**src/rtl/mem_ctrl_pkg.sv**
```systemverilog
// Shared types and constants for the mem_ctrl instruction/data memory sharer.
package mem_ctrl_pkg;

  typedef enum logic [2:0] {
    IDLE,
    FETCH,
    FLAST,
    FRESP,
    DRD,
    DCAP,
    DRESP,
    DWR
  } mem_ctrl_state_t;

  typedef enum logic {GNT_IF, GNT_D} gnt_t;

  localparam int FETCH_BEATS = 4;
  localparam int INSTR_W     = 32;

endpackage

```
**src/rtl/mem_ctrl_rr_arb2.sv**
```systemverilog
// Two-way round-robin arbiter: combinational one-hot grant, last-grant flop
// updated only when the granted request is actually accepted.
module rr_arb2
  import mem_ctrl_pkg::*;
(
  input  logic clk,
  input  logic rst,
  input  logic req_if,
  input  logic req_d,
  input  logic update,
  output logic gnt_if,
  output logic gnt_d
);

  gnt_t last_gnt;

  // Fetch wins when alone, or when contended and data was served last.
  always_comb begin
    gnt_if = req_if && (!req_d || (last_gnt == GNT_D));
    gnt_d  = req_d && !gnt_if;
  end

  always_ff @(posedge clk) begin
    if (rst) begin
      last_gnt <= GNT_D;
    end else if (update) begin
      last_gnt <= gnt_if ? GNT_IF : GNT_D;
    end
  end

endmodule

```
**src/rtl/mem_ctrl.sv**
```systemverilog
// Shares one byte-wide single-port memory between a 4-beat instruction fetch
// port and a byte data port. Optional: MEM_CTRL_WRITE_PROTECT_EN rejects low writes.
module mem_ctrl
  import mem_ctrl_pkg::*;
#(
  parameter int                ADDR_W   = 8,
  parameter logic [ADDR_W-1:0] WP_LIMIT = 'h80
) (
  input  logic               clk,
  input  logic               rst,
  input  logic               if_req,
  input  logic [ADDR_W-1:0]  if_addr,
  output logic               if_ready,
  output logic               if_valid,
  output logic [INSTR_W-1:0] if_instr,
  input  logic               d_req,
  input  logic               d_we,
  input  logic [ADDR_W-1:0]  d_addr,
  input  logic [7:0]         d_wdata,
  output logic               d_ready,
  output logic               d_rvalid,
  output logic [7:0]         d_rdata,
  output logic               d_err,
  output logic [ADDR_W-1:0]  address,
  output logic [7:0]         data_in,
  output logic               rw_select,
  input  logic [7:0]         data_out
);

`ifdef MEM_CTRL_WRITE_PROTECT_EN
  localparam bit WP_EN = 1'b1;
`else
  localparam bit WP_EN = 1'b0;
`endif

  mem_ctrl_state_t   state, state_n;
  logic [1:0]        beat;
  logic [INSTR_W-9:0] instr_buf;
  logic              err_q;
  logic              gnt_if, gnt_d, wr_blocked;

  rr_arb2 u_arb (
    .clk    (clk),
    .rst    (rst),
    .req_if (if_req),
    .req_d  (d_req),
    .update (if_ready || d_ready),
    .gnt_if (gnt_if),
    .gnt_d  (gnt_d)
  );

  assign wr_blocked = WP_EN && d_we && (d_addr < WP_LIMIT);

  always_ff @(posedge clk) begin
    if (rst) state <= IDLE;
    else     state <= state_n;
  end

  // A rejected write runs the read path so its error pulse lands in cycle 3.
  always_comb begin
    state_n = state;
    case (state)
      IDLE: begin
        if (if_ready)     state_n = FETCH;
        else if (d_ready) state_n = (d_we && !wr_blocked) ? DWR : DRD;
      end
      FETCH:   if (beat == 2'(FETCH_BEATS - 1)) state_n = FLAST;
      FLAST:   state_n = FRESP;
      FRESP:   state_n = IDLE;
      DRD:     state_n = DCAP;
      DCAP:    state_n = DRESP;
      DRESP:   state_n = IDLE;
      DWR:     state_n = IDLE;
      default: state_n = IDLE;
    endcase
  end

  always_comb begin
    if_ready  = !rst && (state == IDLE) && gnt_if;
    d_ready   = !rst && (state == IDLE) && gnt_d;
    if_valid  = (state == FRESP);
    d_rvalid  = (state == DRESP) && !err_q;
    rw_select = (state == DWR) && !rst;
  end

`ifdef MEM_CTRL_WRITE_PROTECT_EN
  assign d_err = (state == DRESP) && err_q;
`else
  assign d_err = 1'b0;
`endif

  // Byte k-1 arrives during beat k; the last byte lands in FLAST.
  always_ff @(posedge clk) begin
    if (rst) begin
      address   <= '0;
      data_in   <= '0;
      beat      <= '0;
      instr_buf <= '0;
      if_instr  <= '0;
      d_rdata   <= '0;
      err_q     <= 1'b0;
    end else begin
      case (state)
        IDLE: begin
          beat <= '0;
          if (if_ready) begin
            address <= if_addr;
          end else if (d_ready) begin
            address <= d_addr;
            err_q   <= wr_blocked;
            if (d_we && !wr_blocked) data_in <= d_wdata;
          end
        end
        FETCH: begin
          beat <= beat + 2'd1;
          if (beat != 2'(FETCH_BEATS - 1)) address <= address + ADDR_W'(1);
          if (beat != 2'd0) instr_buf <= {instr_buf[INSTR_W-17:0], data_out};
        end
        FLAST:   if_instr <= {instr_buf, data_out};
        DCAP:    if (!err_q) d_rdata <= data_out;
        default: ;
      endcase
    end
  end

endmodule

```
**config.mk**
```make
export PLATFORM = sky130hd
export DESIGN_NAME = mem_ctrl
export DESIGN_NICKNAME = d
export VERILOG_FILES = /design/src/rtl/mem_ctrl_pkg.sv /design/src/rtl/mem_ctrl_rr_arb2.sv /design/src/rtl/mem_ctrl.sv
export SDC_FILE = /design/constraint.sdc
export NUM_CORES = 1
export LEC_CHECK = 0
export BUFFER_PORTS_ARGS = -buffer_cell sky130_fd_sc_hd__buf_2
export CAP_MARGIN = 10
export CELL_PAD_IN_SITES_DETAIL_PLACEMENT = 1
export CELL_PAD_IN_SITES_GLOBAL_PLACEMENT = 2
export CORE_MARGIN = 10
export CORE_UTILIZATION = 29
export CTS_CLUSTER_SIZE = 24
export DETAILED_ROUTE_END_ITERATION = 12
export GPL_TIMING_DRIVEN = 0
export PLACE_DENSITY = 0.83
export SLEW_MARGIN = 5
export SYNTH_ARGS = -nofsm -noshare
export SYNTH_HDL_FRONTEND = slang
export SYNTH_SLANG_ARGS = --single-unit
```
**constraint.sdc**
```tcl
create_clock -name clk -period 2 [get_ports clk]
set_input_delay 0.3 -clock clk [delete_from_list [all_inputs] [get_ports clk]]
set_output_delay 0.3 -clock clk [all_outputs]
set_load 0.01 [all_outputs]
```
==> results.sh, run 1 <==
export IMPL_die_y_um=130
export IMPL_floorplan_initialDensity_pct=29.3
export IMPL_vdd_ir_drop_max_mv=0.484
export IMPL_drv_cap=0
export IMPL_p_comb_share_pct=18.7
export IMPL_cts_buffers=9
export IMPL_cts_reportedPaths_clkPinSlew_ns=0.07
export IMPL_skew_ns=0.00904
export IMPL_root_buffer="clkbuf_16"
export IMPL_num_rows=40
export IMPL_hold_path_class="in2reg"
export IMPL_gr_total_overflow=0
export IMPL_synth_common_cells="nand2_1, dfxtp_1, a21oi_1"
export IMPL_tns_ns=0
export IMPL_grt_util_all_layers_pct=13.3
export IMPL_synth_main_ff_cell="dfxtp_1"
export IMPL_pre_cts_ws_ns=0.0714
export IMPL_p_int_mw=3.08
export IMPL_synth_area_um2=3490
export IMPL_async_flop_share_pct=0
export IMPL_p_leak_nw=1.90
export IMPL_synth_seq_area_share_pct=49.3
export IMPL_power_mw=4.39
export IMPL_hpwl_um=8440
export IMPL_worstPathRequired_ns=1.70
export IMPL_grt_pass1_wl_um=17900
export IMPL_synthTopCellsByArea="dfxtp_1, nand2_1, a21oi_1"
export IMPL_io_buffers=96
export IMPL_dieArea_um2=16800
export IMPL_path_class="reg2out"
export IMPL_regArea_um2=1720
export IMPL_multiInputGateArea_um2=1590
export IMPL_yosysTopAreaCell="dfxtp_1"
export IMPL_gp_congestion=0.759
export IMPL_syn_avg_cell_area_um2=8.02
export IMPL_synth_seq_cells=86
export IMPL_ys_warn_count=0
export IMPL_post_route_period_util_pct=95.5
export IMPL_antennaDiodeCount=0
export IMPL_cts_sinks=86
export IMPL_rrSetupSlack_ns=0.17
export IMPL_antenna_found_initial=0
export IMPL_p_clk_share_pct=37.7
export IMPL_via_per_inst=4.77
export IMPL_drv_slew=0
export IMPL_wl_um=11000
export IMPL_drt_first_pass_iters=4
export IMPL_grt_pass1_vias=3615
export IMPL_first_iter_violations=105
export IMPL_drt_antenna_violating_nets=0
export IMPL_sw_frac_of_total_pct=29.8
export IMPL_fmax_ghz=0.524
export IMPL_io_pins=99
export IMPL_cts_tree="built"
export IMPL_crit_path_end_kind="output pin"
export IMPL_synth_cell_types=44
export IMPL_finalHoldViolCount=0
export IMPL_synth_cells=436
export IMPL_layout_setup_ws_ns=0.0903
export IMPL_fin_crit_ns=1.91
export IMPL_holdWs_ns=0.211
export IMPL_cp_arrival_ns=1.61
export IMPL_setup_violations_final=0
export IMPL_syn_num_nets=476
export IMPL_clock_latency_ns=0.34
export IMPL_areaGrowthSynthToFinish_pct=28.0
export IMPL_num_vias=3321
export IMPL_core_um2=11900
export IMPL_status="complete, no violations"
export IMPL_layout_drive_gt1_share_pct=25.5
export IMPL_wire_per_inst_um=15.8
export IMPL_seqPwrFrac_pct=43.6
export IMPL_synth_top_area_share_pct=49.3
export IMPL_rsz0062_at_grt="true"
export IMPL_fillers=1485
export IMPL_relSlewSlack_pct=60.3
export IMPL_worst_pin_slew_ns=0.593
export IMPL_crit_fanout=10
export IMPL_p_per_area_nw_per_um2=981
export IMPL_drc_errors=0
export IMPL_h_tree_depth=3
export IMPL_cts_buffer_depth=2
export IMPL_yosysMostFrequentCell="nand2_1"
export IMPL_final_nets=584
export IMPL_crit_path_start_kind="flop"
export IMPL_switching_power_mw=1.31
export IMPL_die_x_um=130
export IMPL_synth_edf_count=0
export IMPL_grt_max_degree=15
-- routing by layer --
metal,up-vias,global-route usage [%],part of all wire [%]
met5,-,0,0
met4,0,5.82,1.9
met3,17,4.10,5.8
met2,66,21.9,47
li1,1670,-,-
met1,1568,15.7,46
-- stage by stage --
step                      instances  util (%)  cell area (µm²)
after global routing            696      37.6             4470
after detailed placement        679      34.9             4160
after CTS                       695      37.4             4460
after floorplan                 436         -             3490
after global placement          679      34.9             4160
final                           696      37.6             4470
-- critical path: stages (launching register included) --
cell and delay, ns:
dfxtp_1 0.34, buf_6 0.15, nor3_4 0.21, and4b_1 0.24
buf_4 0.18, buf_2 0.15
-- worst paths after layout --
path / startpoint / end / depth (start not counted)
max: state[1] / d_ready / 5
min: d_wdata[2] / data_in[2] / 3
max reg2reg: state[1] / address[2] / 7
min reg2reg: if_instr[25] / if_instr[25] / 2
-- layout make-up --
type	count	share of cell area [%]
clock buffers	13	6.04
repair buffers	97	10.9
inverters	7	0.587
flip-flops and latches	86	38.5
multi-input cells	311	35.5
clock inverters	3	0.559
well taps	147	4.11
plain buffers	32	3.80
-- cells by family (layout without fill, tap and decap cells) --
kind of cell / Yosys count / count (layout) / synth area share, %
AND/OR/NAND/NOR: 193 / 193 / 23.6
multiplexers: 15 / 15 / 4.69
adder cells (fa/ha/maj): 3 / 3 / 1.07
other: 1 / 1 / 0.107
AO/OA/AOI/OAI: 99 / 99 / 15.8
flip-flops: 86 / 86 / 49.3
buffers and inverters: 39 / 152 / 5.41
-- power by group through the flow --
stage / sequential [mW] / combinational (mW) / clock [mW]
floorplan: 1.96 / 0.500 / 0
global placement: 1.94 / 0.798 / 0
detailed placement: 1.95 / 0.821 / 0
CTS: 1.91 / 0.826 / 1.71
global route: 1.93 / 0.930 / 1.79
finish: 1.91 / 0.819 / 1.65
-- registers in the layout, indices dropped and copies added, names as in the netlist --
register / cells
address: 8
beat: 2
d_rdata: 8
data_in: 8
if_instr: 32
instr_buf: 24
state: 3
u_arb.last_gnt: 1
-- layout by cell type (no fill, tap or decap), types with 2 or more instances in the layout --
cell         n
a221oi_1     3
nand2_1    133
buf_4        3
mux2_4       2
clkbuf_1    17
o32ai_1      2
nand3_1     12
nor4_1       2
and3_1       2
clkbuf_2     4
buf_6        4
nor3_1       2
nand2b_1     4
clkbuf_8     3
nor2_2       2
nor2_1      23
inv_1        7
clkbuf_16    9
a22oi_1      2
mux2_2       3
mux2i_1     10
ha_1         3
buf_2      102
a21oi_1     74
o211ai_1     2
a211o_1      2
dfxtp_1     85
nand4_1      2
o21ai_0      5
a31oi_1      4
-- timing repair --
action | 4_1_cts | 5_1_grt
setup buffers | 0 | 1
endpoints found under the setup margin | 1 | 20
hold buffers | 0 | 0
gates resized for setup | 1 | 10
pin swaps | 0 | 1
Note: power is estimated with default switching activity, not from simulation.
==> run 2, diff against run 1 <==
--- a/config.mk
+++ b/config.mk
@@ -9,12 +9,14 @@
 export CAP_MARGIN = 10
 export CELL_PAD_IN_SITES_DETAIL_PLACEMENT = 1
 export CELL_PAD_IN_SITES_GLOBAL_PLACEMENT = 2
+export CORE_ASPECT_RATIO = 0.75
 export CORE_MARGIN = 10
-export CORE_UTILIZATION = 29
+export CORE_UTILIZATION = 30
+export CTS_BUF_LIST = sky130_fd_sc_hd__clkbuf_2
 export CTS_CLUSTER_SIZE = 24
 export DETAILED_ROUTE_END_ITERATION = 12
 export GPL_TIMING_DRIVEN = 0
-export PLACE_DENSITY = 0.83
+export PLACE_DENSITY = 0.85
 export SLEW_MARGIN = 5
 export SYNTH_ARGS = -nofsm -noshare
 export SYNTH_HDL_FRONTEND = slang
==> run 2 against run 1 <==
Net effect: maximum frequency down 4.0%; clock-buffer cell count shrank 3; die area is 2.6% lower; via count increased by 3.4%; setup slack got worse by 0.079 ns; clock power shrank 38%; global-route usage is 0.98 points higher; wire length is 6.1% higher; sequential cell count stayed put; critical endpoint unchanged; sequential share of layout area down 0.73 points.
==> results.sh, run 2 (synthesis gave the netlist of run 1 again) <==
export IMPL_die_x_um=145
export IMPL_cp_arrival_ns=1.69
export IMPL_crit_path_end_kind="output pin"
export IMPL_p_per_area_nw_per_um2=847
export IMPL_status="complete, no violations"
export IMPL_drt_antenna_violating_nets=0
export IMPL_cts_buffer_depth=2
export IMPL_drt_first_pass_iters=4
export IMPL_wire_per_inst_um=16.3
export IMPL_largest_reg_flops=32
export IMPL_io_buffers=96
export IMPL_h_tree_depth=3
export IMPL_largestRegisters="if_instr x32, instr_buf x24"
export IMPL_antennaDiodeCount=0
export IMPL_finalHoldViolCount=0
export IMPL_layout_drive_gt1_share_pct=26.0
export IMPL_cp_cell_sequence="buf_6, nor3_4, and4b_2, buf_6"
export IMPL_cp_slowest_cell="dfxtp_2"
export IMPL_grt_busiest_layer="met2"
export IMPL_setup_violations_final=0
export IMPL_layout_commonest_cell="nand2_1"
export IMPL_num_vias=3433
export IMPL_dieArea_um2=16400
export IMPL_path_class="reg2out"
export IMPL_gr_usage_met2_pct=23.7
export IMPL_num_rows=34
export IMPL_core_um2=11500
export IMPL_floorplan_initialDensity_pct=30.4
export IMPL_layout_common_cells="nand2_1, buf_2, dfxtp_1"
export IMPL_crit_fanout=3
export IMPL_cp_slowest_stage_delay_ns=0.38
export IMPL_holdWs_ns=0.0695
export IMPL_rsz0062_at_grt="true"
export IMPL_drv_cap=0
export IMPL_worst_pin_slew_ns=0.616
export IMPL_cts_reportedPaths_clkPinSlew_ns=0.23
export IMPL_grt_pass1_wl_um=18800
export IMPL_tns_ns=0
export IMPL_grt_pass1_vias=3619
export IMPL_use_met1_pct=17.3
export IMPL_regArea_um2=1730
export IMPL_drv_slew=0
export IMPL_cts_sinks=86
export IMPL_final_nets=607
export IMPL_drc_errors=0
export IMPL_relSlewSlack_pct=58.9
export IMPL_rrSetupSlack_ns=0.11
export IMPL_post_route_util_pct=39.9
export IMPL_gr_total_overflow=0
export IMPL_top_register="if_instr"
export IMPL_io_pins=99
export IMPL_skew_ns=0.0371
export IMPL_crit_path_start_kind="flop"
export IMPL_first_iter_violations=152
export IMPL_die_y_um=113
export IMPL_cts_buffers=9
export IMPL_path_common_cell="buf_6"
export IMPL_via_per_inst=4.79
export IMPL_fin_crit_ns=1.99
export IMPL_hpwl_um=8630
export IMPL_fmax_ghz=0.503
export IMPL_crit_family="simple AND/OR/NAND/NOR gates"
export IMPL_vdd_ir_drop_max_mv=0.296
export IMPL_gp_congestion=0.806
export IMPL_grt_met3_usage_pct=5.27
export IMPL_path_buf_inv=2
export IMPL_grt_util_all_layers_pct=14.3
export IMPL_fillers=1425
export IMPL_hold_path_class="in2reg"
export IMPL_worstPathRequired_ns=1.70
export IMPL_multiInputGateArea_um2=1620
export IMPL_wl_um=11700
export IMPL_p_leak_nw=1.93
export IMPL_antenna_found_initial=0
export IMPL_root_buffer="clkbuf_2"
export IMPL_grt_max_degree=15
export IMPL_areaGrowthSynthToFinish_pct=31.0
export IMPL_cts_tree="built"
export IMPL_post_route_period_util_pct=99.4
export IMPL_clock_latency_ns=0.56
-- run 2: power by group --
part | switching [mW] | leakage, nW | total [mW] | internal (mW)
Clock | 0.611 | 0.0816 | 1.03 | 0.418
Sequential | 0.104 | 0.697 | 1.93 | 1.82
Combinational | 0.541 | 1.15 | 0.926 | 0.385
-- run 2: worst min-delay path, stage by stage --
cell	delay, ns
buf_2	0.10
a31oi_1	0.12
o32ai_1	0.08
-- run 2: what timing repair did --
item	in CTS	in global routing
endpoints found under the setup margin	4	32
hold buffers	17	0
hold endpoints to repair	33	0
setup buffers	9	0
gates resized for setup	13	8
pin swaps	3	2
-- run 2: per-layer routing --
metal  part of all wire, %  vias up
met5                     0        -
met4                  0.93        0
met3                   6.0       12
met2                    47       68
met1                    46     1627
li1                      -     1726
-- run 2: stage by stage --
| step | instance area, µm² | power, mW | setup WS (ns) | cells |
|---|---|---|---|---|
| after global placement | 4160 | 2.74 | 0.0172 | 676 |
| final | 4580 | 3.88 | 0.0116 | 716 |
| after CTS | 4560 | 3.92 | -0.0509 | 717 |
| after floorplan | 3490 | 2.46 | 0.377 | 436 |
| after global routing | 4580 | 4.12 | -0.155 | 716 |
| after detailed placement | 4160 | 2.77 | -0.0623 | 676 |
-- run 2: final timing paths --
path | end | from | depth (start not counted)
worst min-delay path | address[7] | d_addr[7] | 3
worst min register to register | if_instr[25] | instr_buf[17] | 2
worst max-delay path | d_ready | state[1] | 4
worst max register to register | address[2] | state[1] | 8
-- run 2: layout make-up --
type,count,area share [%]
sequential,86,37.8
multi-input combinational,311,35.3
timing repair buffer,122,16.0
tap,144,3.93
buffer,30,3.42
clock inverter,6,1.86
clock buffer,10,1.09
inverter,7,0.628
==> run 3, diff against run 2 <==
--- a/config.mk
+++ b/config.mk
@@ -11,12 +11,11 @@
 export CELL_PAD_IN_SITES_GLOBAL_PLACEMENT = 2
 export CORE_ASPECT_RATIO = 0.75
 export CORE_MARGIN = 10
-export CORE_UTILIZATION = 30
-export CTS_BUF_LIST = sky130_fd_sc_hd__clkbuf_2
+export CORE_UTILIZATION = 29
 export CTS_CLUSTER_SIZE = 24
 export DETAILED_ROUTE_END_ITERATION = 12
 export GPL_TIMING_DRIVEN = 0
-export PLACE_DENSITY = 0.85
+export PLACE_DENSITY = 0.83
 export SLEW_MARGIN = 5
 export SYNTH_ARGS = -nofsm -noshare
 export SYNTH_HDL_FRONTEND = slang
==> run 3 against run 2 <==
Net effect: clock skew is 0.032 ns lower; sequential power is essentially flat; clock-buffer cell count is 1 higher; global-route usage fell by 0.56 points; setup slack better by 0.048 ns; non-clock buffer count decreased by 25; sequential cell count stayed put; wire length down 1.9%; via count is 1.5% lower; first-iteration DRC count rose by 2.0%; final cell count down 0.98%; critical path type unchanged; largest power group unchanged.
==> results.sh, run 3 (synthesis gave the netlist of run 1 again) <==
export IMPL_status="complete, no violations"
export IMPL_whs_path_depth=3
export IMPL_h_tree_depth=3
export IMPL_die_y_um=115
export IMPL_largest_reg_flops=32
export IMPL_crit_family="buffers and inverters"
export IMPL_vdd_ir_drop_max_mv=0.497
export IMPL_grt_pass1_vias=3555
export IMPL_cts_sinks=86
export IMPL_relSlewSlack_pct=60.1
export IMPL_worstPathRequired_ns=1.70
export IMPL_cts_setup_buffers=0
export IMPL_grt_util_all_layers_pct=13.7
export IMPL_top_register="if_instr"
export IMPL_final_nets=582
export IMPL_rr_worst_depth=5
export IMPL_cp_arrival_ns=1.64
export IMPL_num_rows=34
export IMPL_layout_commonest_cell="nand2_1"
export IMPL_fmax_ghz=0.515
export IMPL_post_route_util_pct=38.5
export IMPL_crit_path_start_kind="flop"
export IMPL_layout_common_cells="nand2_1, buf_2, dfxtp_1"
export IMPL_skew_ns=0.00478
export IMPL_crit_fanout=10
export IMPL_path_class="reg2out"
export IMPL_root_buffer="clkbuf_16"
export IMPL_post_route_period_util_pct=97.0
export IMPL_cts_tree="built"
export IMPL_cts_repair_resized=0
export IMPL_dieArea_um2=16900
export IMPL_first_iter_violations=155
export IMPL_p_per_area_nw_per_um2=1010
export IMPL_wl_um=11400
export IMPL_io_buffers=96
export IMPL_drt_first_pass_iters=4
export IMPL_core_um2=11700
export IMPL_cts_buffer_depth=2
export IMPL_finalHoldViolCount=0
export IMPL_cp_cell_sequence="clkbuf_4, nor3_4, nand4b_2, buf_6, inv_1, buf_2"
export IMPL_crit_path_end_kind="output pin"
export IMPL_floorplan_initialDensity_pct=29.9
export IMPL_num_vias=3382
export IMPL_path_depth=6
export IMPL_areaGrowthSynthToFinish_pct=28.9
export IMPL_grt_max_degree=15
export IMPL_via_per_inst=4.77
export IMPL_hpwl_um=9050
export IMPL_io_pins=99
export IMPL_wire_per_inst_um=16.1
export IMPL_cts_reportedPaths_clkPinSlew_ns=0.06
export IMPL_antennaDiodeCount=0
export IMPL_cp_slowest_cell="dfxtp_1"
export IMPL_tns_ns=0
export IMPL_drc_errors=0
export IMPL_hold_path_class="in2reg"
export IMPL_drv_slew=0
export IMPL_setup_violations_final=0
export IMPL_largestRegisters="if_instr x32, instr_buf x24"
export IMPL_path_buf_inv=4
export IMPL_gp_congestion=0.832
export IMPL_layout_drive_gt1_share_pct=24.5
export IMPL_worst_pin_slew_ns=0.599
export IMPL_drv_cap=0
export IMPL_cp_slowest_stage_delay_ns=0.32
export IMPL_antenna_found_initial=0
export IMPL_rsz0062_at_grt="true"
export IMPL_cts_hold_buf=0
export IMPL_p_leak_nw=1.89
export IMPL_clock_latency_ns=0.34
export IMPL_drt_antenna_violating_nets=0
export IMPL_grt_pass1_wl_um=18800
export IMPL_gr_total_overflow=0
export IMPL_die_x_um=147
export IMPL_cts_buffers=9
export IMPL_fin_crit_ns=1.94
## run 3: through the flow
stage / std cells / setup WS, ns / total power, mW / cell area (µm²) / hold WS, ns
after global routing: 709 / -0.0385 / 4.78 / 4510 / 0.218
after floorplan: 436 / 0.377 / 2.46 / 3490 / 0.432
after global placement: 694 / 0.114 / 2.74 / 4180 / 0.440
after detailed placement: 694 / 0.102 / 2.77 / 4180 / 0.449
after CTS: 710 / 0.0155 / 4.59 / 4500 / 0.204
final: 709 / 0.0595 / 4.54 / 4510 / 0.214
## run 3: routing by layer
layer  track usage, %  wire length, µm  vias up
met4             3.33              116        0
met2             21.5             5020       77
li1                 -                -     1674
met1             17.4             5390     1620
met5                0                0        -
met3             5.54              914       11
## run 3: worst register-to-register path: cells and delay by family (launching register included)
family          cells  cell delay, ns
simple gates        3            0.87
buf+inv             1            0.27
compound gates      1            0.14
flops               1            0.49
## run 3: path summary, 6_finish.rpt
path / from / slack, ns / to
setup / recovery: state[2] / 0.06 / if_ready
hold reg to reg: data_in[3] / 0.45 / data_in[3]
setup reg to reg: state[0] / 0.16 / instr_buf[3]
hold / removal: d_wdata[0] / 0.21 / data_in[0]
## run 3: cell type report
class / count / area (µm²)
fill: 1471 / 7190
sequential: 86 / 1720
multi-input combinational: 311 / 1580
timing repair buffer: 96 / 480
clock buffer: 11 / 243
tap: 162 / 203
buffer: 31 / 165
clock inverter: 5 / 82.6
inverter: 7 / 26.3
## run 3: power breakdown
group | total (mW) | switching [mW] | internal (mW)
sequential | 1.92 | 0.105 | 1.81
combinational | 0.817 | 0.506 | 0.312
clock | 1.81 | 0.682 | 1.13
